## config.mk

```make
export PLATFORM = sky130hd
export DESIGN_NAME = viterbi_err_channel
export DESIGN_NICKNAME = d
export VERILOG_FILES = /design/src/rtl/viterbi_pkg.sv /design/src/rtl/viterbi_lfsr.sv /design/src/rtl/viterbi_err_channel.sv
export SDC_FILE = /design/constraint.sdc
export NUM_CORES = 1
export LEC_CHECK = 0
export CORE_MARGIN = 2
export CORE_UTILIZATION = 40
export DETAILED_ROUTE_END_ITERATION = 8
export PLACE_DENSITY_LB_ADDON = 0.25
export SLEW_MARGIN = 20
export SYNTH_ARGS = -nofsm -noshare
export SYNTH_HDL_FRONTEND = slang
export SYNTH_SLANG_ARGS = --single-unit
```

## constraint.sdc

```tcl
create_clock -name clk -period 10.3 [get_ports clk]
set_input_delay 2.06 -clock clk [delete_from_list [all_inputs] [get_ports clk]]
set_output_delay 2.06 -clock clk [all_outputs]
set_load 0.05 [all_outputs]
```

## src/rtl/viterbi_pkg.sv

```systemverilog
// Shared types and constants for the Viterbi error channel.
// Channel modes, burst FSM states and the LFSR polynomial.
package viterbi_pkg;

  typedef enum logic [1:0] {
    CH_PASS,
    CH_RANDOM,
    CH_BURST,
    CH_FORCE
  } ch_mode_t;

  typedef enum logic {
    ST_IDLE,
    ST_BURST
  } burst_st_t;

  // x^32 + x^22 + x^2 + x + 1
  localparam logic [31:0] LFSR_POLY = 32'h8020_0003;

endpackage

```

## src/rtl/viterbi_lfsr.sv

```systemverilog
// Galois LFSR with step enable and async active-low reset.
// Ports: clk, rst, en (advance one step), state (current value).
module viterbi_lfsr
  import viterbi_pkg::*;
#(
  parameter int                LFSR_W = 32,
  parameter logic [LFSR_W-1:0] SEED   = 32'hACE1_2B6D
) (
  input  logic              clk,
  input  logic              rst,
  input  logic              en,
  output logic [LFSR_W-1:0] state
);

  // An all-zero LFSR would lock up, so a zero seed becomes 1.
  localparam logic [LFSR_W-1:0] INIT =
    (SEED == '0) ? {{(LFSR_W-1){1'b0}}, 1'b1} : SEED;
  localparam logic [LFSR_W-1:0] POLY = LFSR_POLY[LFSR_W-1:0];

  always_ff @(posedge clk or negedge rst) begin
    if (!rst) begin
      state <= INIT;
    end else if (en) begin
      state <= (state >> 1) ^ (state[0] ? POLY : '0);
    end
  end

endmodule

```

## src/rtl/viterbi_err_channel.sv

```systemverilog
// Registered error-injecting channel: PASS/RANDOM/BURST/FORCE corruption.
// Ports: cfg_*, clr_i, valid_i/sym_i in; valid_o/sym_o/err_mask_o, counters out.
module viterbi_err_channel
  import viterbi_pkg::*;
#(
  parameter int                SYM_W  = 2,
  parameter int                LFSR_W = 32,
  parameter logic [LFSR_W-1:0] SEED   = 32'hACE1_2B6D,
  parameter int                CNT_W  = 16
) (
  input  logic             clk,
  input  logic             rst,
  input  logic [1:0]       cfg_mode_i,
  input  logic [7:0]       cfg_thresh_i,
  input  logic [3:0]       cfg_burst_len_i,
  input  logic [SYM_W-1:0] cfg_force_mask_i,
  input  logic             clr_i,
  input  logic             valid_i,
  input  logic [SYM_W-1:0] sym_i,
  output logic             valid_o,
  output logic [SYM_W-1:0] sym_o,
  output logic [SYM_W-1:0] err_mask_o,
  output logic [CNT_W-1:0] bit_err_ct_o,
  output logic [CNT_W-1:0] sym_ct_o
);

  ch_mode_t          mode;
  burst_st_t         state;
  burst_st_t         state_nx;
  logic [LFSR_W-1:0] lfsr;
  logic              lfsr_unused;
  logic              hit;
  logic [SYM_W-1:0]  rm;
  logic [SYM_W-1:0]  mask;
  logic [SYM_W-1:0]  burst_mask;
  logic [3:0]        remain;
  logic [3:0]        len_m1;
  logic [CNT_W:0]    bit_sum;

  assign mode        = ch_mode_t'(cfg_mode_i);
  assign lfsr_unused = ^lfsr;

  viterbi_lfsr #(
    .LFSR_W (LFSR_W),
    .SEED   (SEED)
  ) u_lfsr (
    .clk   (clk),
    .rst   (rst),
    .en    (valid_i),
    .state (lfsr)
  );

  // A hit must flip at least one bit, so a zero draw becomes 1.
  always_comb begin
    hit = lfsr[7:0] < cfg_thresh_i;
    rm  = lfsr[8 +: SYM_W];
    if (rm == '0) rm = {{(SYM_W-1){1'b0}}, 1'b1};
  end

  assign len_m1 = (cfg_burst_len_i == 4'd0) ? 4'd0
                : cfg_burst_len_i - 4'd1;

  always_ff @(posedge clk or negedge rst) begin
    if (!rst) state <= ST_IDLE;
    else      state <= state_nx;
  end

  always_comb begin
    state_nx = state;
    if (mode != CH_BURST) begin
      state_nx = ST_IDLE;
    end else if (valid_i) begin
      unique case (state)
        ST_IDLE:  if (hit && len_m1 != 4'd0) state_nx = ST_BURST;
        ST_BURST: if (remain == 4'd1) state_nx = ST_IDLE;
        default:  state_nx = ST_IDLE;
      endcase
    end
  end

  always_comb begin
    mask = '0;
    if (valid_i) begin
      unique case (mode)
        CH_PASS:   mask = '0;
        CH_RANDOM: mask = hit ? rm : '0;
        CH_BURST:  mask = (state == ST_BURST) ? burst_mask
                        : (hit ? rm : '0);
        CH_FORCE:  mask = cfg_force_mask_i;
        default:   mask = '0;
      endcase
    end
  end

  // Remaining-length counter and the mask held for the whole burst.
  always_ff @(posedge clk or negedge rst) begin
    if (!rst) begin
      remain     <= '0;
      burst_mask <= '0;
    end else if (mode != CH_BURST) begin
      remain <= '0;
    end else if (valid_i) begin
      if (state == ST_IDLE) begin
        if (hit) begin
          remain     <= len_m1;
          burst_mask <= rm;
        end
      end else begin
        remain <= remain - 4'd1;
      end
    end
  end

  always_ff @(posedge clk or negedge rst) begin
    if (!rst) begin
      valid_o    <= 1'b0;
      sym_o      <= '0;
      err_mask_o <= '0;
    end else begin
      valid_o    <= valid_i;
      err_mask_o <= mask;
      if (valid_i) sym_o <= sym_i ^ mask;
    end
  end

  assign bit_sum = {1'b0, bit_err_ct_o}
                 + (CNT_W+1)'($countones(mask));

  always_ff @(posedge clk or negedge rst) begin
    if (!rst) begin
      sym_ct_o     <= '0;
      bit_err_ct_o <= '0;
    end else if (clr_i) begin
      sym_ct_o     <= '0;
      bit_err_ct_o <= '0;
    end else if (valid_i) begin
      if (sym_ct_o != '1) sym_ct_o <= sym_ct_o + 1'b1;
      bit_err_ct_o <= bit_sum[CNT_W] ? '1 : bit_sum[CNT_W-1:0];
    end
  end

endmodule

```

# Word-level counts from Yosys, hierarchy flattened
# Index checks and enable logic that the tools add are counted.
[word_totals]
n_memories = 0
ff_bits = 76
input_bits = 22
latchBits = 0
word_cells = 59
out_inout_bits = 37
mem_bits_ro = 0
ramBits = 0
[classes]
order_cmp = 1
shifts = 0
reduce_logical = 12
div = 0
mul = 0
n_bitwise = 4
eq_ne = 6
addsub = 5
n_mux = 22
[ops]
columns = ["operator", "count"]
rows = [
  ["two-way mux 16 bit", 6],
  ["two-way mux 32 bit", 1],
  ["XOR 31 x 32 -> 32 bit", 1],
  ["two-way mux 4 bit", 5],
  ["adder 16 x 2 -> 17 bit", 1],
  ["adder 16 x 1 -> 16 bit (second input constant)", 1],
  ["!= test 16 bit (second input constant)", 1],
  ["less-than comparator 8 bit", 1],
  ["two-way mux 2 bit", 4],
  ["one-hot mux 2 bit (4 select lines)", 1],
  ["subtractor 4 x 1 -> 4 bit (second input constant)", 2],
  ["nonzero test 2 bit", 3],
  ["equality test 2 bit (second input constant)", 2],
  ["equality test 4 x 1 -> 1 bit (second input constant)", 1],
  ["logical NOT 2 bit", 2],
  ["logical NOT 4 bit", 1],
  ["two-way mux 1 bit", 4],
  ["AND reduction 2 bit", 2],
  ["AND reduction 4 bit", 1],
  ["nonzero test 4 bit", 1],
  ["nonzero test 3 bit", 1],
  ["adder 1 x 1 -> 2 bit", 1],
  ["equality test 2 x 1 -> 1 bit (second input constant)", 1],
  ["!= test 2 bit (second input constant)", 1],
  ["other kinds (4)", 5],
]

# Depth between registers and ports, before layout
# Gate-level depths: netlist of run 1.
[logic_depth]
ltp_word = 11
mapped_depth = 16
depth_no_buf = 16

# Modules after synthesis
# A second synthesis of run 1 with hierarchy kept.
[unflattened]
cells_unflattened = 382
hier_area_um2 = 4100.2
[modules_own_cells]
columns = ["module", "instances", "seq_area_each_um2", "area_each_um2", "cells_per_inst"]
rows = [
  ["viterbi_err_channel", 1, 1101.1, 2747.6, 309],
  ["viterbi_lfsr", 1, 822.0, 1352.5, 73],
]

# Worst setup path after synthesis of run 1
# OpenSTA, ideal clock, no wires.
[synth_path]
path_type = "input -> register"
start = "input port cfg_thresh_i[2]"
end = "register bit_err_ct_o[2]"
required_time_ns = 10.206
setup_ns = 0.094
n_path_buf = 1
arrival_time_ns = 5.068
setup_slack_ns = 5.138
path_stages = 15
cell_sequence = "inv_1 > ha_1 > a211oi_1 > o21ai_1 > a21oi_2 > a31oi_1 > or3_1 > fa_1 > inv_1 > ha_1 > nand2_1 > nor2_1 > nand3_1 > clkbuf_1 > a211oi_1"
[synth_via]
elab_chain_len = 10
[synth_lines]
columns = ["item", "line_no", "text"]
rows = [
  ["from (decl)", "viterbi_err_channel.sv:14", "input logic [7:0] cfg_thresh_i,"],
  ["less-than comparator 8 bit (*)", "viterbi_err_channel.sv:55", "hit = lfsr[7:0] < cfg_thresh_i;"],
  ["two-way mux 2 bit (*)", "viterbi_err_channel.sv:86, viterbi_err_channel.sv:88", ""],
  ["two-way mux 2 bit", "viterbi_err_channel.sv:87", "CH_BURST: mask = (state == ST_BURST) ? burst_mask"],
  ["one-hot mux 2 bit (4 select lines) (*)", "viterbi_err_channel.sv:84", "unique case (mode)"],
  ["two-way mux 2 bit (*)", "viterbi_err_channel.sv:83", "if (valid_i) begin"],
  ["adder 1 x 1 -> 2 bit (not written as such) (*)", "viterbi_err_channel.sv:127", "+ (CNT_W+1)'($countones(mask));"],
  ["adder 16 x 2 -> 17 bit (*)", "viterbi_err_channel.sv:127", ""],
  ["two-way mux 16 bit (*)", "viterbi_err_channel.sv:138", "bit_err_ct_o <= bit_sum[CNT_W] ? '1 : bit_sum[CNT_W-1:0];"],
  ["two-way mux 16 bit (*)", "viterbi_err_channel.sv:136", "end else if (valid_i) begin"],
  ["two-way mux 16 bit (*)", "viterbi_err_channel.sv:133", "end else if (clr_i) begin"],
  ["to (signal assigned)", "viterbi_err_channel.sv:138", ""],
  ["to (decl)", "viterbi_err_channel.sv:23", "output logic [CNT_W-1:0] bit_err_ct_o,"],
]
# Every way passes the cells marked *; elsewhere a longest branch is shown, timed or not. The select of a mux whose other input is x is not followed.
# A chain may end at the register's enable or synchronous reset.

# Worst setup path in the final report of run 1
[layout_path]
start = "input port cfg_thresh_i[2]"
end = "register bit_err_ct_o[0]"
# Same word-level chain as after synthesis.

==> impl_metrics.env, run 1 <==
export IMPL_ff2ff_path_depth=13
export IMPL_wl_per_cell_microns=13.7
export IMPL_die_x_microns=103
export IMPL_critPathKind="input port to flip-flop"
export IMPL_yosysWarnings=0
export IMPL_n_fill_cell=936
export IMPL_tritoncts="done"
export IMPL_via_per_inst=5.08
export IMPL_synth_cell_type_count=48
export IMPL_worst_pin_slew_ps=936
export IMPL_syn_area_per_cell_sq_um=10.2
export IMPL_ios=59
export IMPL_hold_class="flip-flop to flip-flop"
export IMPL_ys_seq_elements=76
export IMPL_ctsHoldBuffers=0
export IMPL_ys_seq_area_share_pct=49.2
export IMPL_dr_pass1_iters=4
export IMPL_maxSlewViolCount=0
export IMPL_cellLeakagePower_nw=1.96
export IMPL_finalNetCount=472
export IMPL_final_cell_mix="dfrtp_1, clkdlybuf4s50_1, nor2_1, mux2_2, nand2_1"
export IMPL_syn_area_sq_um=3910
export IMPL_wirelength_microns=7850
export IMPL_clock_latency_ps=350
export IMPL_cp_end_kind="flip-flop"
export IMPL_crit_fanout=14
export IMPL_clk_pin_slew_ps=80
export IMPL_multiInputGateArea_sq_um=1810
export IMPL_die_h_microns=103
export IMPL_reg2reg_slack_ps=6090
export IMPL_fin_crit_sh_pct=57.4
export IMPL_cp_arrival_ps=6150
export IMPL_dieArea_sq_um=10600
export IMPL_cp_start_kind="input port"
export IMPL_hold_viol_final=0
export IMPL_layout_drive_gt1_share_pct=16.1
export IMPL_clock_sinks=76
export IMPL_synth_top_area_share_pct=37.8
export IMPL_setup_viol=0
export IMPL_layout_commonest_cell="dfrtp_1"
export IMPL_ys_top_cells_by_area="dfrtp_1, dfstp_2, mux2_2"
export IMPL_synth_ff_type="dfrtp_1"
export IMPL_finalSetupTns_ps=0
export IMPL_yosys_area_top_type="dfrtp_1"
export IMPL_synthesis_nets=418
export IMPL_fmax_mhz=169
export IMPL_vdd_drop_max_v=0.0000942
export IMPL_rsz0062_at_grt="false"
export IMPL_dr_total_vias=2923
export IMPL_cts_max_level=3
export IMPL_power_mw=0.893
export IMPL_drc_errors=0
export IMPL_max_cap_viol_count=0
export IMPL_grt_max_degree=77
export IMPL_power_density_nw_per_um2=188
export IMPL_cts_resized=0
export IMPL_grt_pass1_wl_microns=13200
export IMPL_initial_core_util_pct=40.5
export IMPL_cts_post_setup_buffers_inserted=0
export IMPL_synthCells=383
export IMPL_cp_slowest_cell="clkdlybuf4s50_1"
export IMPL_numPortBuffers=58
export IMPL_syn_to_final_growth_pct=21.8
export IMPL_cpPeakStageDelay_ps=450
export IMPL_clockRootBuffer="clkbuf_8"
export IMPL_async_flop_share_pct=100
export IMPL_critical_path_cell_chain="clkdlybuf4s50_1 > inv_1 > ha_1 > a211oi_1 > o21ai_1 > a21oi_2 > a31oi_1 > or3_1 > fa_1 > inv_1 > ha_1 > nand2_1 > nor2_1 > nand3_1 > a311oi_1"
export IMPL_finClkSkew_ps=10.7
export IMPL_antenna_found_initial=0
export IMPL_postRouteAntennaNets=0
export IMPL_clock_path_buffers=2
export IMPL_grt_usage_pct=15.8
export IMPL_ff_latch_area_sq_um=1920
export IMPL_synth_edff_count=0
export IMPL_core_area_sq_um=9640
export IMPL_grt_ovfl_total=0
export IMPL_numCtsBuffers=9
export IMPL_cp_data_required_time_ps=10540
export IMPL_fin_crit_ps=5910
export IMPL_relSlewSlack_pct=37.6
export IMPL_hpwl_microns=5320
export IMPL_min_from="u_lfsr.state[21]"
export IMPL_gp_congestion=0.842
export IMPL_status="finished clean"
export IMPL_crit_path_start="cfg_thresh_i[2]"
export IMPL_drt_initial_drc_count=91
export IMPL_core_rowCount=36
export IMPL_whs_path_depth=2
export IMPL_antennaDiodeCount=0
export IMPL_r2r_start="u_lfsr.state[2]"
export IMPL_grt_pass1_vias=2855
==> power by group <==
part / total, mW / switching [mW] / internal [mW]
Sequential: 0.444 / 0.0489 / 0.395
Clock: 0.233 / 0.113 / 0.120
Combinational: 0.216 / 0.108 / 0.108
Total: 0.893 / 0.270 / 0.623
==> kinds of logic (layout without fill, tap and decap cells) <==
kind of cell,Yosys count,after routing,share of synthesized area [%]
AO/OA/AOI/OAI,73,73,12.4
flip-flops,76,76,49.2
AND/OR/NAND/NOR,135,135,16.9
buffers and inverters,38,97,4.42
XOR/XNOR,16,16,3.59
adder cells (fa/ha/maj),13,13,4.36
multiplexers,32,32,9.16
==> state kept, by name, indices dropped and copies added, names as in the netlist <==
register and count:
sym_o 2, u_lfsr.state 32, err_mask_o 2, sym_ct_o 16
valid_o 1, bit_err_ct_o 16, burst_mask 2, remain 4
state 1
==> final cells by class <==
cell class                 instances  area share (%)
multi-input combinational        269            38.0
timing repair buffer              59            12.1
tap                              133            3.50
sequential                        76            40.4
clock inverter                     5            1.26
inverter                          22            1.74
clock buffer                      11            2.97
==> per-stage QoR <==
stage | utilization [%] | hold slack (ps) | cell area [sq um] | setup slack (ps) | instances
floorplan | - | 453 | 3910 | 5140 | 383
global placement | 47.3 | 471 | 4560 | 4190 | 559
global route | 49.4 | 522 | 4760 | 4020 | 575
CTS | 49.4 | 493 | 4760 | 4350 | 575
finish | 49.4 | 493 | 4760 | 4390 | 575
detailed placement | 47.3 | 479 | 4560 | 3990 | 559
==> path summary, 6_finish.rpt <==
check,endpoint
min,u_lfsr.state[21]
max,bit_err_ct_o[0]
min in group asynchronous,u_lfsr.state[1]
min reg2reg,u_lfsr.state[21]
max in group asynchronous,u_lfsr.state[12]
max reg2reg,bit_err_ct_o[0]
==> layer usage <==
layer	share of wire (%)	vias up	track usage [%]
met5	0	-	0
met4	1.2	0	5.47
met3	2.8	9	2.71
met2	49	38	25.8
met1	47	1409	21.3
li1	-	1467	-
==> worst max-delay path, delay by kind of cell <==
family                     cells  cell delay (ps)
AOI/OAI and AO/OA              5             1460
adders and majority gates      3              900
buffers and inverters          3              590
and+or+nand+nor                4             1160
==> synthesized netlist by cell type, types with 2 or more instances <==
cell / n
dfrtp_1: 59
nor2_1: 43
mux2_2: 30
nand2_1: 26
inv_1: 22
nor3_1: 18
dfstp_2: 17
a211oi_1: 15
nand3_1: 15
o21ai_0: 15
a21oi_1: 12
ha_1: 12
xnor2_1: 11
clkbuf_1: 10
a31oi_1: 8
nand2b_1: 7
nor2b_1: 7
and3_1: 5
xor2_1: 5
a311oi_1: 4
nand4_1: 4
or3_1: 4
a21o_1: 2
and4_4: 2
buf_1: 2
buf_6: 2
mux2i_1: 2
o211a_1: 2
o21bai_1: 2
o22ai_1: 2
No activity file was read; power rests on OpenSTA's default activity.
==> inputs of run 2 (changes only) <==
==> constraint.sdc (replaced) <==
create_clock -name clk -period 6 [get_ports clk]
set_input_delay 1.2 -clock clk [delete_from_list [all_inputs] [get_ports clk]]
set_output_delay 1.2 -clock clk [all_outputs]
set_load 0.05 [all_outputs]
==> run 2 against run 1 <==
Sequential power grew 72%. Critical path depth is the same. Register-to-register slack lost 4200 ps. Combinational power grew 72%. Total power grew 72%. Global-route usage shrank 0.28 points. Via count grew 1.3%. Clock power grew 73%. Final area grew 0.13%. Clock skew grew 1.6 ps. Sequential share of layout area shrank 0.053 points. Critical endpoint unchanged.
==> impl_metrics.env, run 2 (synthesized netlist as in run 1, its figures left out) <==
export IMPL_syn_to_final_growth_pct=22.0
export IMPL_combinationalPowerShare_pct=24.1
export IMPL_wl_per_cell_microns=13.5
export IMPL_clockRootBuffer="clkbuf_8"
export IMPL_ctsHoldBuffers=0
export IMPL_cp_end_kind="flip-flop"
export IMPL_hpwl_microns=5320
export IMPL_wirelength_microns=7750
export IMPL_clk_pin_slew_ps=80
export IMPL_gp_congestion=0.852
export IMPL_cp_start_kind="input port"
export IMPL_top_register="u_lfsr.state"
export IMPL_hold_ws_ps=495
export IMPL_cpPeakStageDelay_ps=450
export IMPL_initial_core_util_pct=40.5
export IMPL_status="finished clean"
export IMPL_tritoncts="done"
export IMPL_numCtsBuffers=9
export IMPL_dieArea_sq_um=10600
export IMPL_max_cap_viol_count=0
export IMPL_numPortBuffers=58
export IMPL_postRouteAntennaNets=0
export IMPL_core_rowCount=36
export IMPL_layout_commonest_cell="dfrtp_1"
export IMPL_worst_pin_slew_ps=927
export IMPL_hold_viol_final=0
export IMPL_power_density_nw_per_um2=322
export IMPL_layout_drive_gt1_share_pct=16.3
export IMPL_setup_viol=0
export IMPL_grt_pass1_wl_microns=12800
export IMPL_cp_data_required_time_ps=6240
export IMPL_finalNetCount=472
export IMPL_hold_class="flip-flop to flip-flop"
export IMPL_finClkSkew_ps=12.3
export IMPL_dr_pass1_iters=4
export IMPL_cp_arrival_ps=5230
export IMPL_vdd_drop_max_v=0.000173
export IMPL_core_area_sq_um=9640
export IMPL_rsz0062_at_grt="false"
export IMPL_crit_fanout=14
export IMPL_critPathKind="input port to flip-flop"
export IMPL_ios=59
export IMPL_cts_post_setup_buffers_inserted=0
export IMPL_fin_crit_sh_pct=83.1
export IMPL_fmax_mhz=201
export IMPL_maxSlewViolCount=0
export IMPL_top_regs="u_lfsr.state x32, bit_err_ct_o x16, sym_ct_o x16"
export IMPL_die_x_microns=103
export IMPL_dr_total_vias=2961
export IMPL_clock_latency_ps=350
export IMPL_fin_crit_ps=4990
export IMPL_via_per_inst=5.15
export IMPL_largest_reg_flops=32
export IMPL_grt_pass1_vias=2844
export IMPL_die_h_microns=103
export IMPL_critical_path_cell_chain="clkdlybuf4s50_1 > inv_1 > ha_1 > a211oi_1 > o21ai_1 > a21oi_2 > a31oi_1 > or3_1 > fa_1 > inv_1 > ha_1 > nand2_1 > nor2_1 > nand3_1 > a311oi_1"
export IMPL_cp_slowest_cell="clkdlybuf4s50_1"
export IMPL_swShare_pct=30.1
export IMPL_final_cell_mix="dfrtp_1, clkdlybuf4s50_1, nor2_1, mux2_2, nand2_1"
export IMPL_finalSetupTns_ps=0
export IMPL_grt_ovfl_total=0
export IMPL_grt_usage_pct=15.5
export IMPL_antennaDiodeCount=0
export IMPL_pwr_share_clk_pct=26.2
export IMPL_cts_resized=0
export IMPL_antenna_found_initial=0
export IMPL_cellLeakagePower_nw=1.97
export IMPL_seqPwrFrac_pct=49.6
export IMPL_drt_initial_drc_count=138
export IMPL_p_switching_mw=0.463
export IMPL_relSlewSlack_pct=38.2
export IMPL_cts_max_level=3
export IMPL_internal_power_mw=1.07
export IMPL_clock_sinks=76
export IMPL_clock_path_buffers=2
export IMPL_n_fill_cell=925
export IMPL_grt_max_degree=77
export IMPL_drc_errors=0
[run 2: path summary, 6_finish.rpt]
check	startpoint	end	slack, ps	cells past startpoint
max in group asynchronous	rst	u_lfsr.state[18]	4420	1
min	u_lfsr.state[21]	u_lfsr.state[21]	490	2
min reg2reg	u_lfsr.state[21]	u_lfsr.state[21]	490	2
min in group asynchronous	rst	u_lfsr.state[1]	990	1
max	cfg_thresh_i[2]	bit_err_ct_o[0]	1010	15
max reg2reg	u_lfsr.state[2]	bit_err_ct_o[0]	1850	13
[run 2: layout make-up]
cell class / count / area [sq um] / area share [%]
clock buffer: 10 / 138 / 2.89
multi-input combinational: 269 / 1810 / 38.0
sequential: 76 / 1920 / 40.4
clock inverter: 6 / 70.1 / 1.47
tap: 133 / 166 / 3.49
inverter: 22 / 82.6 / 1.73
timing repair buffer: 59 / 576 / 12.1
[run 2: worst max-delay path: cells and delay by family]
kind,cells,cell delay (ps)
and+or+nand+nor,4,1150
adders and majority gates,3,900
buffers and inverters,3,590
AOI/OAI and AO/OA,5,1370
[run 2: metal layers]
layer | global-route usage, % | share of wire [%] | wire length (microns)
met5 | 0 | 0 | 0
met3 | 4.34 | 3.2 | 245
met2 | 26.2 | 50 | 3890
met1 | 19.2 | 45 | 3520
met4 | 5.16 | 1.2 | 91
[run 2: power by group through the flow]
stage | Sequential [mW] | Combinational, mW | Clock (mW)
2_1_floorplan | 0.774 | 0.260 | 0
3_3_place_gp | 0.769 | 0.363 | 0
3_5_place_dp | 0.774 | 0.376 | 0
4_1_cts | 0.764 | 0.378 | 0.419
5_1_grt | 0.780 | 0.415 | 0.438
6_report | 0.762 | 0.371 | 0.403
[run 2: through the flow]
step | cells | cell area, sq um | total power [mW] | utilization (%) | worst slack, ps
2_1_floorplan | 383 | 3910 | 1.03 | - | 1700
3_3_place_gp | 559 | 4560 | 1.13 | 47.3 | 735
3_5_place_dp | 559 | 4560 | 1.15 | 47.3 | 590
6_report | 575 | 4770 | 1.53 | 49.4 | 1010
4_1_cts | 575 | 4770 | 1.56 | 49.5 | 951
5_1_grt | 575 | 4770 | 1.63 | 49.4 | 637
==> inputs of run 3 (changes only) <==
==> constraint.sdc (replaced) <==
create_clock -name clk -period 5.2 [get_ports clk]
set_input_delay 1.04 -clock clk [delete_from_list [all_inputs] [get_ports clk]]
set_output_delay 1.04 -clock clk [all_outputs]
set_load 0.05 [all_outputs]
==> run 3 against run 2 <==
Final area up 0.66%. Via count decreased by 0.61%. Critical path type unchanged. Combinational power rose by 15%. Highest routed layer unchanged. Count of clock-buffer cells in the layout fell by 1. Largest power group unchanged. Utilization rose by 0.32 points. Global-route usage fell by 0.18 points.
==> impl_metrics.env, run 3 (synthesized netlist as in run 1, its figures left out) <==
export IMPL_fin_crit_sh_pct=88.7
export IMPL_numPortBuffers=58
export IMPL_core_area_sq_um=9640
export IMPL_clockRootBuffer="clkbuf_8"
export IMPL_layout_drive_gt1_share_pct=16.7
export IMPL_dp_cells=561
export IMPL_clock_path_buffers=2
export IMPL_grt_max_degree=77
export IMPL_wl_per_cell_microns=13.3
export IMPL_gp_congestion=0.870
export IMPL_combinationalPowerShare_pct=23.8
export IMPL_clock_latency_ps=340
export IMPL_finalSetupTns_ps=0
export IMPL_top_regs="u_lfsr.state x32, bit_err_ct_o x16, sym_ct_o x16"
export IMPL_cp_arrival_ps=4810
export IMPL_hpwl_microns=5250
export IMPL_cellLeakagePower_nw=1.97
export IMPL_cts_post_setup_buffers_inserted=0
export IMPL_critPathKind="input port to flip-flop"
export IMPL_stdcell_count=577
export IMPL_pwr_share_clk_pct=27.6
export IMPL_critical_path_cell_chain="clkdlybuf4s50_1 > inv_1 > ha_1 > a211oi_1 > o21ai_1 > a21oi_2 > a31oi_1 > or3_1 > fa_1 > inv_1 > ha_1 > nand2_1 > nor3_1 > nand3_1 > nor3_1 > a211oi_1"
export IMPL_dieArea_sq_um=10600
export IMPL_antennaDiodeCount=0
export IMPL_seqPwrFrac_pct=48.6
export IMPL_relSlewSlack_pct=37.3
export IMPL_fmax_mhz=217
export IMPL_clk_pin_slew_ps=80
export IMPL_grt_usage_pct=15.3
export IMPL_die_x_microns=103
export IMPL_rsz0062_at_grt="false"
export IMPL_cp_data_required_time_ps=5390
export IMPL_die_h_microns=103
export IMPL_grt_ovfl_total=0
export IMPL_hold_class="flip-flop to flip-flop"
export IMPL_numCtsBuffers=9
export IMPL_grt_pass1_vias=2797
export IMPL_maxSlewViolCount=0
export IMPL_worst_pin_slew_ps=940
export IMPL_fin_crit_ps=4610
export IMPL_crit_family="simple AND/OR/NAND/NOR gates"
export IMPL_wirelength_microns=7660
export IMPL_finalNetCount=474
export IMPL_cp_start_kind="input port"
export IMPL_hold_viol_final=0
export IMPL_status="finished clean"
export IMPL_top_register="u_lfsr.state"
export IMPL_dr_total_vias=2943
export IMPL_layout_commonest_cell="dfrtp_1"
export IMPL_max_cap_viol_count=0
export IMPL_cp_slowest_cell="clkdlybuf4s50_1"
export IMPL_final_cell_mix="dfrtp_1, clkdlybuf4s50_1, nor2_1, mux2_2, nand2_1"
export IMPL_clock_sinks=76
export IMPL_setup_viol=0
export IMPL_n_fill_cell=877
export IMPL_tritoncts="done"
export IMPL_ctsHoldBuffers=0
export IMPL_grt_pass1_wl_microns=12800
export IMPL_via_per_inst=5.10
export IMPL_finClkSkew_ps=12.6
export IMPL_syn_to_final_growth_pct=22.8
export IMPL_initial_core_util_pct=40.5
export IMPL_ios=59
export IMPL_drt_initial_drc_count=145
export IMPL_p_switching_mw=0.528
export IMPL_largest_reg_flops=32
export IMPL_drc_errors=0
export IMPL_internal_power_mw=1.27
export IMPL_cts_max_level=3
export IMPL_swShare_pct=29.4
export IMPL_power_density_nw_per_um2=375
export IMPL_vdd_drop_max_v=0.000282
export IMPL_core_rowCount=36
export IMPL_path_buf_inv=3
export IMPL_dr_pass1_iters=4
export IMPL_crit_fanout=10
export IMPL_postRouteAntennaNets=0
export IMPL_cp_end_kind="flip-flop"
export IMPL_antenna_found_initial=0
export IMPL_cpPeakStageDelay_ps=450
export IMPL_cts_resized=0
[run 3: final timing paths]
| kind | from | endpoint | slack [ps] | depth (start not counted) |
|---|---|---|---|---|
| worst max register to register | u_lfsr.state[2] | bit_err_ct_o[14] | 1290 | 14 |
| worst min register to register | u_lfsr.state[10] | u_lfsr.state[9] | 490 | 2 |
| min in group asynchronous | rst | u_lfsr.state[1] | 840 | 1 |
| max in group asynchronous | rst | u_lfsr.state[14] | 3750 | 1 |
| worst min-delay path | u_lfsr.state[10] | u_lfsr.state[9] | 490 | 2 |
| worst max-delay path | cfg_thresh_i[2] | bit_err_ct_o[14] | 590 | 16 |
[run 3: per-stage QoR]
stage | hold WS (ps) | cell area [sq um] | util (%) | setup slack, ps | power (mW)
floorplan | 453 | 3910 | - | 1060 | 1.19
global placement | 473 | 4580 | 47.5 | 339 | 1.31
detailed placement | 479 | 4580 | 47.5 | 253 | 1.32
CTS | 496 | 4800 | 49.8 | 615 | 1.82
global route | 523 | 4800 | 49.8 | 277 | 1.92
finish | 491 | 4800 | 49.8 | 588 | 1.80
[run 3: layout make-up]
cell class / count / area (sq um) / area share, %
repair buffers: 61 / 591 / 12.3
well taps: 133 / 166 / 3.47
multi-input cells: 269 / 1810 / 37.7
clock buffers: 9 / 124 / 2.58
clock inverters: 7 / 100 / 2.09
inverters: 22 / 82.6 / 1.72
flip-flops and latches: 76 / 1920 / 40.1
[run 3: power groups by stage]
stage,registers [mW],clock network [mW],logic (mW)
2_1_floorplan,0.893,0,0.300
3_3_place_gp,0.887,0,0.419
3_5_place_dp,0.889,0,0.431
4_1_cts,0.878,0.512,0.433
5_1_grt,0.899,0.539,0.481
6_report,0.875,0.496,0.428
[run 3: tightest hold or removal path, cell delays in order (launching register included)]
cell and delay, ps:
dfrtp_1 350, nand2_1 50, o21ai_0 60
[run 3: routing by layer]
metal	GRT usage, %	wire length [microns]
met1	20.2	3690
met2	24.6	3580
met3	3.12	228
met4	6.58	165
met5	0	0
==> RTL edit 1, RTL diff (config.mk and constraints of run 2) <==
Make the reset (`rst`) synchronous in 5 clocked blocks. Comments in the files are not updated.
--- a/src/rtl/viterbi_lfsr.sv
+++ b/src/rtl/viterbi_lfsr.sv
@@ -19,3 +19,3 @@
 
-  always_ff @(posedge clk or negedge rst) begin
+  always_ff @(posedge clk) begin
     if (!rst) begin
--- a/src/rtl/viterbi_err_channel.sv
+++ b/src/rtl/viterbi_err_channel.sv
@@ -62,3 +62,3 @@
 
-  always_ff @(posedge clk or negedge rst) begin
+  always_ff @(posedge clk) begin
     if (!rst) state <= ST_IDLE;
@@ -95,3 +95,3 @@
   // Remaining-length counter and the mask held for the whole burst.
-  always_ff @(posedge clk or negedge rst) begin
+  always_ff @(posedge clk) begin
     if (!rst) begin
@@ -113,3 +113,3 @@
 
-  always_ff @(posedge clk or negedge rst) begin
+  always_ff @(posedge clk) begin
     if (!rst) begin
@@ -128,3 +128,3 @@
 
-  always_ff @(posedge clk or negedge rst) begin
+  always_ff @(posedge clk) begin
     if (!rst) begin
Behaviour: differs if rst is asserted again (counterexample within 4 cycles, from zero or initial values and one cycle with rst low); with rst held inactive, the same outputs for 4 cycles.
==> RTL edit 1 against run 2 <==
  * Area after synthesis shrank 7.3%
  * Sequential cell count is the same
  * Routed wire length is 3.5% lower
  * Cell area decreased by 5.8%
  * Setup slack improved by 0.30 ns
  * Count of clock-buffer cells in the layout rose by 1
Power is not compared: it rests on default switching activity, and its combinational part moved more than twofold at a synthesized area within 25%.
==> RTL edit 1: results (changes against run 2) <==
yosys:
  synth_compound_area_share_pct: 10.6  # -1.8 points
  syn-num-nets: 438  # +4.8%
  async_flop_share_pct: 0  # -100 points
  synth-xor-area-share_pct: 6.29  # +2.7 points
  yosysSeqAreaShare_pct: 42.0  # -7.2 points
  syn_inst: 404  # +5.5%
  synth.area.top_cells: "dfxtp_1 42%, mux2i_1 10%, nand2_1 5.0%, nor2_1 4.7%, xor2_1 4.6%"
  synth_ff_type: "dfxtp_1"
  synthMuxAreaShare_pct: 11.8  # +2.6 points
  netlist_top_cells_count: "76 x dfxtp_1, 48 x nand2_1, 45 x nor2_1"
  yosys.area_share.adder_pct: 4.35  # about the same
  synthDistinctLibCells: 49  # +2.1%
cells_and_area:
  design.seq.count: 76  # unchanged
  drive_gt1_share_pct: 6.88  # -9.4 points
  buf_share_pct: 13.5  # +1.4 points
  nClkBuffers: 11  # +1
  buffers: 62  # +5.1%
  final_core_util_pct: 51.2  # +1.8 points
  nets: 495  # +4.9%
  final.fill_count: 830  # -10%
  inverters: 17  # -23%
  multi_input_gates: 295  # +9.7%
  multiInputGateArea_um2: 1970  # +8.8%
  final_cells: 573  # -0.35%
  clockNetworkAreaShare_pct: 4.27  # -0.093 points
  area.share.sequential_pct: 33.9  # -6.5 points
  largest_reg_flops: 32  # unchanged
  area_growth_pct: 23.9
critical_path:
  cp_max_fo: 9  # -5
  arrival_ns: 4.96  # -0.27 ns
  cp_slowest_cell: "or4_4"
  max_stage_delay_ns: 0.53  # +0.08 ns
  critPathTopFamily: "simple AND/OR/NAND/NOR gates"
detailed_routing:
  viasPerCell: 5.16  # +0.15%
  drtIter0Drc: 103  # -25%
  met2_wirelength_mm: 3.69  # -5.4%
  highest_layer: "met4"
  wl_met3_um: 342  # +40%
  wl_met1_mm: 3.41  # -3.3%
  routed_wl_mm: 7.48  # -3.5%
global_routing:
  grtUsageTotal_pct: 15.8  # +0.36 points
  grt_max_degree: 54  # -30%
  grt_pass1_wl_mm: 12.7  # -1.3%
  grt_pass1_vias: 2738  # -3.7%
  grt_use_met3_pct: 4.57  # +0.23 points
  grtUsageMet1_pct: 19.0  # -0.23 points
  use_met2_pct: 27.9  # +1.6 points
placement:
  gp_congestion: 0.757  # -11%
  hpwl_mm: 5.17  # -2.7%
  place_inst: 558  # -0.18%
  dpl_cell_area_um2: 4300  # -5.8%
  place_ws_ns: 0.948  # +0.358 ns
timing:
  finalClockSkew_ns: 0.0107  # -0.00159 ns
  slew_headroom_pct: 53.2  # +15 points
cts:
  clock_path_buffers: 2  # unchanged
run_status:
  status: "completed"
floorplanning:
  fp-row-count: 34  # -5.6%
-- RTL edit 1: cell types whose count changed in the layout (fill, tap and decap cells not counted), sizes merged, moves of 7 or more --
cell    before  now
xor2         5   19
nor3        18    8
mux2        30    5
dfxtp        0   76
dfstp       17    0
a211oi      15    4
dfrtp       59    0
nand2       26   48
mux2i        2   37
nand4        4   11
inv         24   15
-- RTL edit 1: worst paths after layout --
path | startpoint | end | slack, ns | cells after the start
worst max register to register | u_lfsr.state[4]$_SDFFE_PN0P_ | bit_err_ct_o[7]$_SDFFE_PP0P_ | 2.32 | 13
worst min-delay path | u_lfsr.state[27]$_SDFFE_PN1P_ | u_lfsr.state[26]$_SDFFE_PN1P_ | 0.48 | 2
worst max-delay path | cfg_thresh_i[4] | bit_err_ct_o[7]$_SDFFE_PP0P_ | 1.31 | 15
worst min register to register | u_lfsr.state[27]$_SDFFE_PN1P_ | u_lfsr.state[26]$_SDFFE_PN1P_ | 0.48 | 2
==> RTL edit 2, RTL diff (config.mk and constraints of run 2) <==
Without the edit above. Change the parameter `SYM_W` from 2 to 4.
--- a/src/rtl/viterbi_err_channel.sv
+++ b/src/rtl/viterbi_err_channel.sv
@@ -5,3 +5,3 @@
 #(
-  parameter int                SYM_W  = 2,
+  parameter int                SYM_W  = 4,
   parameter int                LFSR_W = 32,
Interface: changed (resized cfg_force_mask_i, err_mask_o, sym_i and sym_o); port bits go from 59 to 67. No check against the original RTL was run, so the function may have changed too.
==> RTL edit 2 against run 2 <==
  * Maximum frequency shrank 1.2%
  * Area after synthesis grew 12%
  * Global-route usage grew 1.3 points
  * Total power grew 14%
  * Clock skew grew 0.0058 ns
  * Cell area grew 13%
  * Setup slack lost 0.061 ns
  * Sequential cell count grew 6
  * Routed wire length grew 19%
  * Largest cell class is now multi-input gates
==> RTL edit 2: results (changes against run 2) <==
run_status:
  status: "completed"
detailed_routing:
  routed_wl_mm: 9.19  # +19%
  viasPerCell: 5.34  # +3.8%
  wl_met1_mm: 4.43  # +26%
  drtIter0Drc: 122  # -12%
  met2_wirelength_mm: 4.19  # +7.6%
critical_path:
  reg2reg_depth: 17  # +4
  arrival_ns: 5.33  # +0.10 ns
  r2r_setup_slack_ns: 1.82  # -0.03 ns
  cp_max_fo: 8  # -6
  cp_slowest_cell: "clkdlybuf4s50_1"
  r2r_start: "u_lfsr.state[2]$_DFFE_PN1P_"
global_routing:
  grt_use_met3_pct: 4.24  # -0.095 points
  grt_pass1_vias: 3216  # +13%
  grt_max_degree: 83  # +7.8%
  antenna_found_initial: 0  # unchanged
  use_met2_pct: 25.6  # -0.62 points
  grtUsageMet1_pct: 23.9  # +4.7 points
  grt_pass1_wl_mm: 15.7  # +22%
  grtUsageTotal_pct: 16.7  # +1.3 points
yosys:
  netlist_top_cells_count: "65 x dfrtp_1, 48 x nor2_1, 34 x mux2_2"
  syn-num-nets: 473  # +13%
  synthMuxAreaShare_pct: 10.3  # +1.2 points
  synth.area.top_cells: "dfrtp_1 37%, dfstp_2 10%, mux2_2 8.7%, nor2_1 4.1%, ha_1 3.4%"
  synth-xor-area-share_pct: 2.60  # -0.99 points
  syn_area_um2: 4380  # +12%
  yosys.area_share.adder_pct: 4.80  # +0.44 points
  synthDistinctLibCells: 58  # +21%
  synth_compound_area_share_pct: 13.7  # +1.3 points
  yosysSeqAreaShare_pct: 47.3  # -1.9 points
placement:
  place_ws_ns: 0.597  # +0.00755 ns
  dpl_cell_area_um2: 5170  # +13%
  gp_congestion: 0.847  # -0.56%
  numPortBuffers: 66  # +14%
  hpwl_mm: 6.51  # +22%
timing:
  fmax_ghz: 0.198  # -1.2%
  finalClockSkew_ns: 0.0180  # +0.00578 ns
  tightest_slew_ns: 0.733  # -0.194 ns
cts:
  clock_path_buffers: 2  # unchanged
  cts-htree-levels: 3  # unchanged
cells_and_area:
  final.fill_count: 1010  # +9.2%
  drive_gt1_share_pct: 15.9  # -0.35 points
  nets: 538  # +14%
pwr:
  vdd_drop_max_mv: 0.151  # -13%
  p_leak_nw: 2.20  # +12%
## RTL edit 2: changes by cell type after synthesis, moves of 4 or more
cell / run 2 / this run
a21oi_1: 12 / 17
dfrtp_1: 59 / 65
mux2_2: 30 / 34
mux2i_1: 2 / 7
nand3_1: 15 / 19
nor2_1: 43 / 48
nor2b_1: 7 / 11
nor3_1: 18 / 13
## RTL edit 2: layout make-up
cell class | count | area [um^2] | area share (%)
timing repair buffer | 71 | 694 | 12.9
inverter | 25 | 93.8 | 1.74
clock inverter | 5 | 80.1 | 1.49
sequential | 82 | 2070 | 38.5
multi-input combinational | 308 | 2140 | 39.7
tap | 140 | 175 | 3.25
clock buffer | 11 | 131 | 2.44
## RTL edit 2: worst max-delay path by stage
stage          slack, ns            start                     endpoint
6_report            0.95  cfg_thresh_i[2]  bit_err_ct_o[9]$_DFFE_PN0P_
5_1_grt             0.59    cfg_mode_i[1]  bit_err_ct_o[0]$_DFFE_PN0P_
4_1_cts             0.95  cfg_thresh_i[2]  bit_err_ct_o[9]$_DFFE_PN0P_
3_5_place_dp        0.60  cfg_thresh_i[2]  bit_err_ct_o[9]$_DFFE_PN0P_
3_3_place_gp        0.71  cfg_thresh_i[2]  bit_err_ct_o[9]$_DFFE_PN0P_
2_1_floorplan       1.38  cfg_thresh_i[2]  bit_err_ct_o[9]$_DFFE_PN0P_
## RTL edit 2: through the flow
stage,std cells,hold WS [ns]
finish,642,0.493
global route,642,0.530
CTS,642,0.499
detailed placement,626,0.488
global placement,626,0.481
floorplan,432,0.465
## RTL edit 2: power by group
| part | internal, mW | leakage, nW | switching, mW |
|---|---|---|---|
| logic | 0.238 | 1.08 | 0.248 |
| registers | 0.736 | 1.02 | 0.103 |
| clock network | 0.234 | 0.0995 | 0.195 |
| total | 1.21 | 2.20 | 0.546 |
